### config.mk
export PLATFORM = sky130hd
export DESIGN_NAME = id_issue_flat
export DESIGN_NICKNAME = d
export VERILOG_FILES = /design/src/rtl/id_issue_pkg.sv /design/src/rtl/id_issue_if.sv /design/src/rtl/id_issue_regfile.sv /design/src/rtl/id_issue.sv /design/src/flat_wrapper.sv
export SDC_FILE = /design/constraint.sdc
export NUM_CORES = 2
export LEC_CHECK = 0
export CORE_ASPECT_RATIO = 0.6
export CORE_MARGIN = 2
export CORE_UTILIZATION = 56
export DETAILED_ROUTE_END_ITERATION = 6
export PLACE_DENSITY_LB_ADDON = 0.08
export SYNTH_ARGS = -nofsm -noshare
export SYNTH_HDL_FRONTEND = slang
export SYNTH_SLANG_ARGS = --single-unit
### constraint.sdc
create_clock -name clk -period 34.3 [get_ports clk]
set_input_delay 5.145 -clock clk [delete_from_list [all_inputs] [get_ports clk]]
set_output_delay 5.145 -clock clk [all_outputs]
set_load 0.01 [all_outputs]
### src/rtl/id_issue_pkg.sv
// Shared instruction encodings, datapath widths and issue-stage types for id_issue.
package id_issue_pkg;
    localparam int XLEN_ADDR    = 32;
    localparam int OPCODE_WIDTH = 7;
    localparam int FUNCT3_WIDTH = 3;
    localparam int FUNCT7_WIDTH = 7;
    localparam int REG_AW       = 5;
    localparam int NREG_DEF     = 32;

    localparam logic [OPCODE_WIDTH-1:0] INST_OP_TYPE_R   = 7'b0110011;
    localparam logic [OPCODE_WIDTH-1:0] INST_OP_TYPE_IMM = 7'b0010011;
    localparam logic [FUNCT3_WIDTH-1:0] FUNCT3_SLL       = 3'b001;
    localparam logic [FUNCT3_WIDTH-1:0] FUNCT3_SRX       = 3'b101;

    typedef enum logic {OUT_EMPTY = 1'b0, OUT_FULL = 1'b1} out_state_e;

    function automatic logic [XLEN_ADDR-1:0] sext12(input logic [11:0] imm);
        return {{(XLEN_ADDR-12){imm[11]}}, imm};
    endfunction
endpackage

### src/rtl/id_issue_if.sv
// Instruction-in, operands-out and writeback signals of the decode/issue stage.
// Both handshakes: a transfer happens on a rising edge where valid && ready; valid
// never waits on ready, and the source holds its payload until the transfer.
interface id_issue_if;
    import id_issue_pkg::*;
    logic                    inst_valid;
    logic [31:0]             inst;
    logic                    inst_ready;
    logic                    out_valid;
    logic                    out_ready;
    logic [OPCODE_WIDTH-1:0] opcode;
    logic [FUNCT3_WIDTH-1:0] funct3;
    logic [FUNCT7_WIDTH-1:0] funct7;
    logic [XLEN_ADDR-1:0]    rs1;
    logic [XLEN_ADDR-1:0]    rs2;
    logic [REG_AW-1:0]       rd_addr;
    logic                    wb_en;
    logic [REG_AW-1:0]       wb_addr;
    logic [XLEN_ADDR-1:0]    wb_data;
    logic                    illegal;

    modport master (
        output inst_valid, inst, out_ready, wb_en, wb_addr, wb_data,
        input  inst_ready, out_valid, opcode, funct3, funct7, rs1, rs2, rd_addr, illegal
    );
    modport slave (
        input  inst_valid, inst, out_ready, wb_en, wb_addr, wb_data,
        output inst_ready, out_valid, opcode, funct3, funct7, rs1, rs2, rd_addr, illegal
    );
endinterface

### src/rtl/id_issue_regfile.sv
// Register file: two async read ports with write-first bypass, one sync write port, x0 = 0.
module id_issue_regfile
    import id_issue_pkg::*;
#(
    parameter int NREG = NREG_DEF
) (
    input  logic                 clk,
    input  logic                 rst,
    input  logic [REG_AW-1:0]    ra1,
    input  logic [REG_AW-1:0]    ra2,
    output logic [XLEN_ADDR-1:0] rd1,
    output logic [XLEN_ADDR-1:0] rd2,
    input  logic                 we,
    input  logic [REG_AW-1:0]    wa,
    input  logic [XLEN_ADDR-1:0] wd
);
    logic [XLEN_ADDR-1:0] mem [NREG];

    always_ff @(posedge clk or posedge rst) begin
        if (rst) begin
            for (int i = 0; i < NREG; i++) mem[i] <= '0;
        end else if (we && wa != '0) begin
            mem[wa] <= wd;
        end
    end

    always_comb begin
        rd1 = mem[ra1];
        rd2 = mem[ra2];
        if (we && wa == ra1) rd1 = wd;
        if (we && wa == ra2) rd2 = wd;
        if (ra1 == '0) rd1 = '0;
        if (ra2 == '0) rd2 = '0;
    end
endmodule

### src/rtl/id_issue.sv
// Decode/issue stage for the R-type ALU with busy-bit scoreboard and one-entry output register.
// Optional feature macro: RUA_ALU_IMM_EN (OP-IMM issued as R-type with immediate in rs2).
module id_issue
    import id_issue_pkg::*;
#(
    parameter int NREG = NREG_DEF
) (
    input  logic            clk,
    input  logic            rst,
    id_issue_if.slave       bus,
    output logic [NREG-1:0] busy,
    output out_state_e      state
);
    logic [OPCODE_WIDTH-1:0] opc;
    logic [REG_AW-1:0]       rd_f, rs1_f, rs2_f;
    logic [FUNCT3_WIDTH-1:0] f3;
    logic [FUNCT7_WIDTH-1:0] f7;
    logic                    is_r, is_imm, legal;
    logic                    blk_rs1, blk_rs2, blk_rd, hazard;
    logic                    accept, issue;
    logic [XLEN_ADDR-1:0]    v1, v2, rs2_iss;
    logic [FUNCT7_WIDTH-1:0] f7_iss;
    logic [NREG-1:0]         busy_n;
    out_state_e              state_n;

    assign opc   = bus.inst[6:0];
    assign rd_f  = bus.inst[11:7];
    assign f3    = bus.inst[14:12];
    assign rs1_f = bus.inst[19:15];
    assign rs2_f = bus.inst[24:20];
    assign f7    = bus.inst[31:25];

    assign is_r = (opc == INST_OP_TYPE_R);
`ifdef RUA_ALU_IMM_EN
    assign is_imm = (opc == INST_OP_TYPE_IMM);
`else
    assign is_imm = 1'b0;
`endif
    assign legal = is_r || is_imm;

    // A writeback to the same index this cycle frees the register in time to issue.
    assign blk_rs1 = busy[rs1_f] && !(bus.wb_en && bus.wb_addr == rs1_f);
    assign blk_rs2 = is_r && busy[rs2_f] && !(bus.wb_en && bus.wb_addr == rs2_f);
    assign blk_rd  = (rd_f != '0) && busy[rd_f] && !(bus.wb_en && bus.wb_addr == rd_f);
    assign hazard  = legal && (blk_rs1 || blk_rs2 || blk_rd);

    assign bus.out_valid  = (state == OUT_FULL);
    assign bus.inst_ready = (!bus.out_valid || bus.out_ready) && !hazard;
    assign accept         = bus.inst_valid && bus.inst_ready;
    assign issue          = accept && legal;

    id_issue_regfile #(.NREG(NREG)) u_regfile (
        .clk (clk),
        .rst (rst),
        .ra1 (rs1_f),
        .ra2 (rs2_f),
        .rd1 (v1),
        .rd2 (v2),
        .we  (bus.wb_en),
        .wa  (bus.wb_addr),
        .wd  (bus.wb_data)
    );

    always_comb begin
        rs2_iss = v2;
        f7_iss  = f7;
`ifdef RUA_ALU_IMM_EN
        if (is_imm) begin
            rs2_iss = sext12(bus.inst[31:20]);
            f7_iss  = (f3 == FUNCT3_SLL || f3 == FUNCT3_SRX) ? f7 : '0;
        end
`endif
    end

    always_ff @(posedge clk or posedge rst) begin
        if (rst) state <= OUT_EMPTY;
        else     state <= state_n;
    end

    always_comb begin
        state_n = state;
        case (state)
            OUT_EMPTY: if (issue) state_n = OUT_FULL;
            OUT_FULL:  if (bus.out_ready && !issue) state_n = OUT_EMPTY;
        endcase
    end

    // Issue-set is applied after the writeback clear so it wins on the same bit.
    always_comb begin
        busy_n = busy;
        if (bus.wb_en) busy_n[bus.wb_addr] = 1'b0;
        if (issue && rd_f != '0) busy_n[rd_f] = 1'b1;
        busy_n[0] = 1'b0;
    end

    always_ff @(posedge clk or posedge rst) begin
        if (rst) begin
            busy        <= '0;
            bus.illegal <= 1'b0;
            bus.opcode  <= '0;
            bus.funct3  <= '0;
            bus.funct7  <= '0;
            bus.rs1     <= '0;
            bus.rs2     <= '0;
            bus.rd_addr <= '0;
        end else begin
            busy        <= busy_n;
            bus.illegal <= accept && !legal;
            if (issue) begin
                bus.opcode  <= INST_OP_TYPE_R;
                bus.funct3  <= f3;
                bus.funct7  <= f7_iss;
                bus.rs1     <= v1;
                bus.rs2     <= rs2_iss;
                bus.rd_addr <= rd_f;
            end
        end
    end
endmodule
### src/flat_wrapper.sv
// flat-port wrapper written by rule: the top's interface ports become plain ports
module id_issue_flat import id_issue_pkg::*;
#(
    parameter int NREG = NREG_DEF
)
  (clk, rst, busy, state, bus_inst_valid, bus_inst, bus_out_ready, bus_wb_en, bus_wb_addr, bus_wb_data, bus_inst_ready, bus_out_valid, bus_opcode, bus_funct3, bus_funct7, bus_rs1, bus_rs2, bus_rd_addr, bus_illegal);
  id_issue_if bus_i ();
  input  logic clk;
  input  logic rst;
  output logic [NREG-1:0] busy;
  output out_state_e state;
  input wire logic [$bits(bus_i.inst_valid)-1:0] bus_inst_valid;
  input wire logic [$bits(bus_i.inst)-1:0] bus_inst;
  input wire logic [$bits(bus_i.out_ready)-1:0] bus_out_ready;
  input wire logic [$bits(bus_i.wb_en)-1:0] bus_wb_en;
  input wire logic [$bits(bus_i.wb_addr)-1:0] bus_wb_addr;
  input wire logic [$bits(bus_i.wb_data)-1:0] bus_wb_data;
  output wire logic [$bits(bus_i.inst_ready)-1:0] bus_inst_ready;
  output wire logic [$bits(bus_i.out_valid)-1:0] bus_out_valid;
  output wire logic [$bits(bus_i.opcode)-1:0] bus_opcode;
  output wire logic [$bits(bus_i.funct3)-1:0] bus_funct3;
  output wire logic [$bits(bus_i.funct7)-1:0] bus_funct7;
  output wire logic [$bits(bus_i.rs1)-1:0] bus_rs1;
  output wire logic [$bits(bus_i.rs2)-1:0] bus_rs2;
  output wire logic [$bits(bus_i.rd_addr)-1:0] bus_rd_addr;
  output wire logic [$bits(bus_i.illegal)-1:0] bus_illegal;
  assign bus_i.inst_valid = bus_inst_valid;
  assign bus_i.inst = bus_inst;
  assign bus_i.out_ready = bus_out_ready;
  assign bus_i.wb_en = bus_wb_en;
  assign bus_i.wb_addr = bus_wb_addr;
  assign bus_i.wb_data = bus_wb_data;
  assign bus_inst_ready = bus_i.inst_ready;
  assign bus_out_valid = bus_i.out_valid;
  assign bus_opcode = bus_i.opcode;
  assign bus_funct3 = bus_i.funct3;
  assign bus_funct7 = bus_i.funct7;
  assign bus_rs1 = bus_i.rs1;
  assign bus_rs2 = bus_i.rs2;
  assign bus_rd_addr = bus_i.rd_addr;
  assign bus_illegal = bus_i.illegal;
  id_issue #(.NREG(NREG)) u_core (.clk(clk), .rst(rst), .bus(bus_i), .busy(busy), .state(state));
endmodule
== Word level (Yosys, flattened, before mapping) ==
Cells that the tools add are included.

* $lt $le $gt $ge: 10
* Eq/ne operators: 4
* Mux-type cells: 28
* Bitwise gates (word level): 7
* Reductions and logical operators: 33

{| class="wikitable"
|+ Operators with widths
! cell !! number
|-
| 1024-bit bitwise mux || 1
|-
| 32-bit two-way mux || 11
|-
| 32-bit binary-select mux with 5-bit select || 2
|-
| 32-bit demux with 5-bit select || 1
|-
| 32-bit AND || 1
|-
| 32-bit NOT || 1
|-
| 32-bit bitwise OR || 1
|-
| 5-bit by 6-bit < comparator with 1-bit output, second input constant || 4
|-
| 1-bit logical AND || 19
|-
| 6-bit >= comparator, second input constant || 3
|-
| 5-bit NOT with 6-bit output || 3
|-
| 1-bit binary-select mux with 5-bit select || 3
|-
| 5-bit == test || 3
|-
| 1-bit demux with 5-bit select || 2
|-
| 5-bit by 1-bit >= comparator with 1-bit output, second input constant || 2
|-
| 5-bit logical NOT || 2
|-
| 5-bit nonzero test || 2
|-
| 7-bit by 6-bit == test with 1-bit output, second input constant || 1
|-
| 1-bit logical NOT || 7
|-
| 1-bit two-way mux || 7
|-
| 6-bit by 1-bit < comparator with 1-bit output, second input constant || 1
|-
| 1-bit logical OR || 3
|-
| 1-bit case mux with 2 select lines || 1
|-
| 1-bit NOT || 1
|}

* Register bits: 1137
* Output and inout bits: 122
* Word-level logic and storage cells: 123

== Depth between registers and ports, before layout ==
* Depth in word-level cells: 15
* Depth in mapped cells: 12
* Mapped depth without buffers: 7

== Cells and area by module ==
Synthesis repeated with hierarchy kept, for this count alone.

* Cell total of the unflattened synthesis: 4355
* Area, all modules: 60969.7 um2

{| class="wikitable"
|+ By module, submodules not included
! module !! times used !! cells each !! area each (um2) !! seq. area each (um2)
|-
| id_issue_regfile || 1 || 3918 || 55204.2 || 25624.6
|-
| id_issue || 1 || 437 || 5765.5 || 2827.7
|}

== Worst setup path before layout ==
No wires, ideal clock.

* Path type: input-to-output
* From: input port bus_inst[21]
* To: output port bus_inst_ready
* Arrival time: 6.805 ns
* Slack: 22.350 ns
* Stages: 8
* Cell sequence: buf_2 mux2_1 nor3b_1 a311oi_1 o311ai_0 o22ai_1 nand2b_1 a21boi_0

* Word-level cells in the longest chain between the ends: 9
* Elaborated cells between the ends (all ways): 12
* Classes of those cells: eq/ne (1); mux (2); reduce/logical (9)

{| class="wikitable"
|+ RTL lines
! item !! line !! source
|-
| from (decl) || flat_wrapper.sv:13 || <nowiki>input wire logic [$bits(bus_i.inst)-1:0] bus_inst;</nowiki>
|-
| 1-bit binary-select mux with 5-bit select / 5-bit == test (equally long branches) || id_issue.sv:43 || <nowiki>assign blk_rs2 = is_r && busy[rs2_f] && !(bus.wb_en && bus.wb_addr == rs2_f);</nowiki>
|-
| 1-bit two-way mux (implied by the code) / 1-bit logical AND (equally long branches) || id_issue.sv:43 ||
|-
| 1-bit logical AND / 1-bit logical NOT (equally long branches) || id_issue.sv:43 ||
|-
| 1-bit logical AND (*) || id_issue.sv:43 ||
|-
| 1-bit logical OR (*) (2 in a row) || id_issue.sv:45 || <nowiki>assign hazard = legal && (blk_rs1 || blk_rs2 || blk_rd);</nowiki>
|-
| 1-bit logical AND (*) || id_issue.sv:45 ||
|-
| 1-bit logical NOT (*) || id_issue.sv:48 || <nowiki>assign bus.inst_ready = (!bus.out_valid || bus.out_ready) && !hazard;</nowiki>
|-
| 1-bit logical AND (*) || id_issue.sv:48 ||
|-
| to (decl) || flat_wrapper.sv:18 || <nowiki>output wire logic [$bits(bus_i.inst_ready)-1:0] bus_inst_ready;</nowiki>
|}

Mark *: on every way between the ends. The rest lies on a longest branch, timed or not. The select of a mux whose other input is x is not followed.

== Worst setup path in the final report ==
* From: input port bus_inst[7]
* To: output port bus_inst_ready

* Word-level cells in the longest chain between the ends: 8
* Elaborated cells between the ends (all ways): 12
* Classes of those cells: eq/ne (1); mux (2); reduce/logical (9)

{| class="wikitable"
|+ RTL lines
! item !! line !! source
|-
| 1-bit binary-select mux with 5-bit select / 5-bit == test (equally long branches) || id_issue.sv:44 || <nowiki>assign blk_rd = (rd_f != '0) && busy[rd_f] && !(bus.wb_en && bus.wb_addr == rd_f);</nowiki>
|-
| 1-bit two-way mux (implied by the code) / 1-bit logical AND (equally long branches) || id_issue.sv:44 ||
|-
| 1-bit logical AND / 1-bit logical NOT (equally long branches) || id_issue.sv:44 ||
|-
| 1-bit logical AND (*) || id_issue.sv:44 ||
|-
| 1-bit logical OR (*) || id_issue.sv:45 ||
|-
| 1-bit logical AND (*) || id_issue.sv:45 ||
|-
| 1-bit logical NOT (*) || id_issue.sv:48 ||
|-
| 1-bit logical AND (*) || id_issue.sv:48 ||
|}

Marked as above.

==> key figures <==
Floorplan
  – Die area: 0.110 mm2
  – Chip height: 257 um
  – Initial Util: 56.7%
  – Io pins: 196
  – FP Rows: 92
  – Core area: 0.105 mm2
  – Chip width: 426 um

Clock tree
  – Buffer depth of the longest clock path: 3
  – Post-CTS sizing: 0
  – Post-CTS Setup Bufs: 0
  – Clock Sink Count: 1,137
  – # H-tree levels: 3
  – TritonCTS clock tree: built
  – Worst-path clk slew: 60 ps
  – Post-cts hold buffer count: 0
  – Clock Tree Root: clkbuf_16
  – Clk Latency, worst-skew pair: 740 ps
  – CTS buffer count: 106

Place
  – Setup WS pre-CTS: 20,390 ps
  – GPL Wtd Cong: 0.968
  – DP Area: 0.0624 mm2
  – Buffers on Ports: 191
  – Final HPWL DP: 104,000 um

Logic synthesis
  – Post-Syn Instances: 3,764
  – Post-synthesis simple-gate area fraction: 1.95%
  – Synth warn: 0
  – Yosys reg bits: 1,137
  – Post-Synth XOR/XNOR Area: 0.220%
  – Synth Area in Compound Gates: 2.04%
  – Seq/Total Area, Yosys: 47.5%
  – Fraction of registers with async set/reset: 100%
  – Synth cell types: 55
  – Post-synth EDFFs: 0
  – Avg Synthesized Cell Area: 15.9 um2
  – Top FF cell, synth: dfrtp_1
  – Mux contribution to synthesized area: 44.6%
  – Largest family of logic cells by synthesized area: multiplexers
  – Post-Synth Adder-Cell Area: 0%
  – Post-synthesis cell area: 0.0598 mm2

Global routing
  – First-pass GRT wire length: 274,000 um
  – Largest net degree at the start of global routing: 168
  – Vias in the first global route: 38,787
  – GRT Resource Usage Total: 34.6%
  – Initial antenna violation count: 8
  – Overflow after GRT: 0

STA
  – Slew HR: 16.8%
  – Fmax: 71.1 MHz
  – Unrepaired setup endpoints after global routing: false
  – Max Clock Skew: 26.0 ps
  – Min setup slack post-route: 20,240 ps
  – Tmin final: 14,060 ps
  – Final hold vios: 0
  – Setup TNS: 0 ps
  – Final number of max-transition violations: 0
  – Finish-stage setup viols: 0
  – Worst Tran Pin Value: 1240 ps
  – Final worst-path cycle share: 41.0%

Worst hold path
  – Tightest Hold Check Type: reg -> reg
  – Hold path start: u_core.u_regfile.mem[1016]$_DFFE_PP0P_

Drt
  – DRT Wirelength: 186,000 um
  – Initial DRT Pass Iterations: 7
  – Detailed Route Iter0 Violations: 4,439
  – DR vias: 37,483
  – Remaining DRCs: 1
  – Routed WL per cell: 35.7 um
  – Number of vias per cell: 7.18
  – Post-DRT Antenna Nets: 0

Layout
  – FF/Latch Area: 0.0285 mm2
  – Util after Layout: 62.6%
  – Final Instance Area: 0.0661 mm2
  – Share of cells above drive strength 1: 52.7%
  – Most common cell after layout, fill and taps aside: dfrtp_1
  – Layout area overhead: 10.4%
  – Filler instances: 7,659
  – Most frequent cells in the layout: dfrtp_1, mux2_2, mux4_2
  – Footprint of the multi-input gates: 0.0294 mm2
  – Nets@finish: 3,791

Setup path
  – Startpoint Class: primary input
  – Critical path origin: bus_inst[7]
  – Crit path required time: 29,150 ps
  – Critical Path AT: 8920 ps
  – Worst setup EP type: primary output
  – R2r startpoint: u_core.busy[11]$_DFF_PP0_
  – Crit-path max FO: 20
  – Critical path type: in -> out

Power
  – Maximum vdd ir drop: 0.0427 mV
  – P per Cell Area: 57.1 mW/mm2
  – Int Pwr: 2.75 mW
  – Clock network power share: 33.1%
  – LEAKAGE: 28.1 nW
  – Switching share of total power: 27.1%
  – Gate power share: 20.2%
  – Reg power frac: 46.6%
  – Total Power Consumption: 3.77 mW
  – NetSw: 1.02 mW

Run status
  – Status: finished with violations
  – Violated checks: design-rule violations

Job
  – Max Cap Viol: 0
## metrics by stage
step                hold slack, ps  cells
floorplan                      441   3767
global placement               377   5019
detailed placement             384   5019
CTS                            398   5215
global route                   411   5217
finish                         397   5219
## layout make-up
cell class,instances,area share [%]
clock buffer,147,4.60
sequential,1137,43.1
multi-input combinational,2159,44.6
antenna,4,0.0152
timing repair buffer,277,3.98
inverter,36,0.210
tap,1410,2.67
clock inverter,49,0.885
## metal layers
layer | global-route usage [%] | routed length (um)
met5 | 0 | 54
met4 | 11.2 | 5940
met3 | 8.82 | 17900
met2 | 51.2 | 85700
met1 | 50.6 | 76800
## registers in the layout, indices dropped and copies added, names as in the netlist
register              flops
u_core.u_regfile.mem   1024
u_core.bus.rs1           32
u_core.bus.rs2           32
u_core.busy              31
u_core.bus.funct7         7
u_core.bus.rd_addr        5
u_core.bus.funct3         3
u_core.bus.illegal        1
u_core.bus.opcode         1
u_core.bus.out_valid      1
## final timing paths
path / endpoint / slack, ps / depth (start not counted)
hold / removal: u_core.u_regfile.mem[1016]$_DFFE_PP0P_ / 400 / 0
max in group asynchronous: u_core.u_regfile.mem[762]$_DFFE_PP0P_ / 25560 / 6
setup / recovery: bus_inst_ready / 20240 / 9
min in group asynchronous: u_core.bus.rs2[17]$_DFFE_PP0P_ / 4930 / 2
hold reg to reg: u_core.u_regfile.mem[1016]$_DFFE_PP0P_ / 400 / 0
setup reg to reg: u_core.bus.rs1[9]$_DFFE_PP0P_ / 30280 / 8
## synth_stat cells, types with 10 or more instances
master | instances | area share [%]
nor2b_1 | 33 | 0.35
buf_4 | 28 | 0.35
o22ai_1 | 10 | 0.10
clkbuf_1 | 247 | 1.5
and3_1 | 11 | 0.12
a22oi_1 | 26 | 0.33
inv_1 | 36 | 0.23
buf_1 | 71 | 0.45
buf_6 | 21 | 0.40
o21ai_0 | 20 | 0.17
mux2i_1 | 67 | 1.1
nor3_1 | 12 | 0.10
dfrtp_1 | 1137 | 48
a31o_2 | 10 | 0.15
mux4_2 | 634 | 24
a211oi_1 | 24 | 0.30
buf_2 | 65 | 0.54
nor2_1 | 34 | 0.21
xor2_1 | 12 | 0.18
mux2_2 | 1044 | 20
a222oi_1 | 31 | 0.52
a21oi_1 | 26 | 0.22
nand2_1 | 81 | 0.51
## worst max-delay path, stage by stage
cell	delay, ps
clkdlybuf4s50_1	1090
mux4_2	610
a22oi_1	230
nand3_1	240
a21oi_1	260
o22ai_1	230
nand2b_1	290
a21boi_0	230
clkdlybuf4s50_1	580
## cells by family (layout without fill, tap and decap cells)
logic type,after synthesis,in the layout
flops,1137,1137
buf+inv,471,509
simple gates,228,228
mux,1746,1746
xor+xnor,15,15
compound gates,166,166
other cells,1,8
## power by group through the flow
stage	clock [mW]	sequential (mW)	combinational, mW
final	1.25	1.76	0.763
after global routing	1.32	1.78	0.808
after CTS	1.26	1.75	0.763
after detailed placement	0	1.77	0.760
after global placement	0	1.74	0.736
after floorplan	0	1.72	0.595
(Power assumes the default switching activity.)
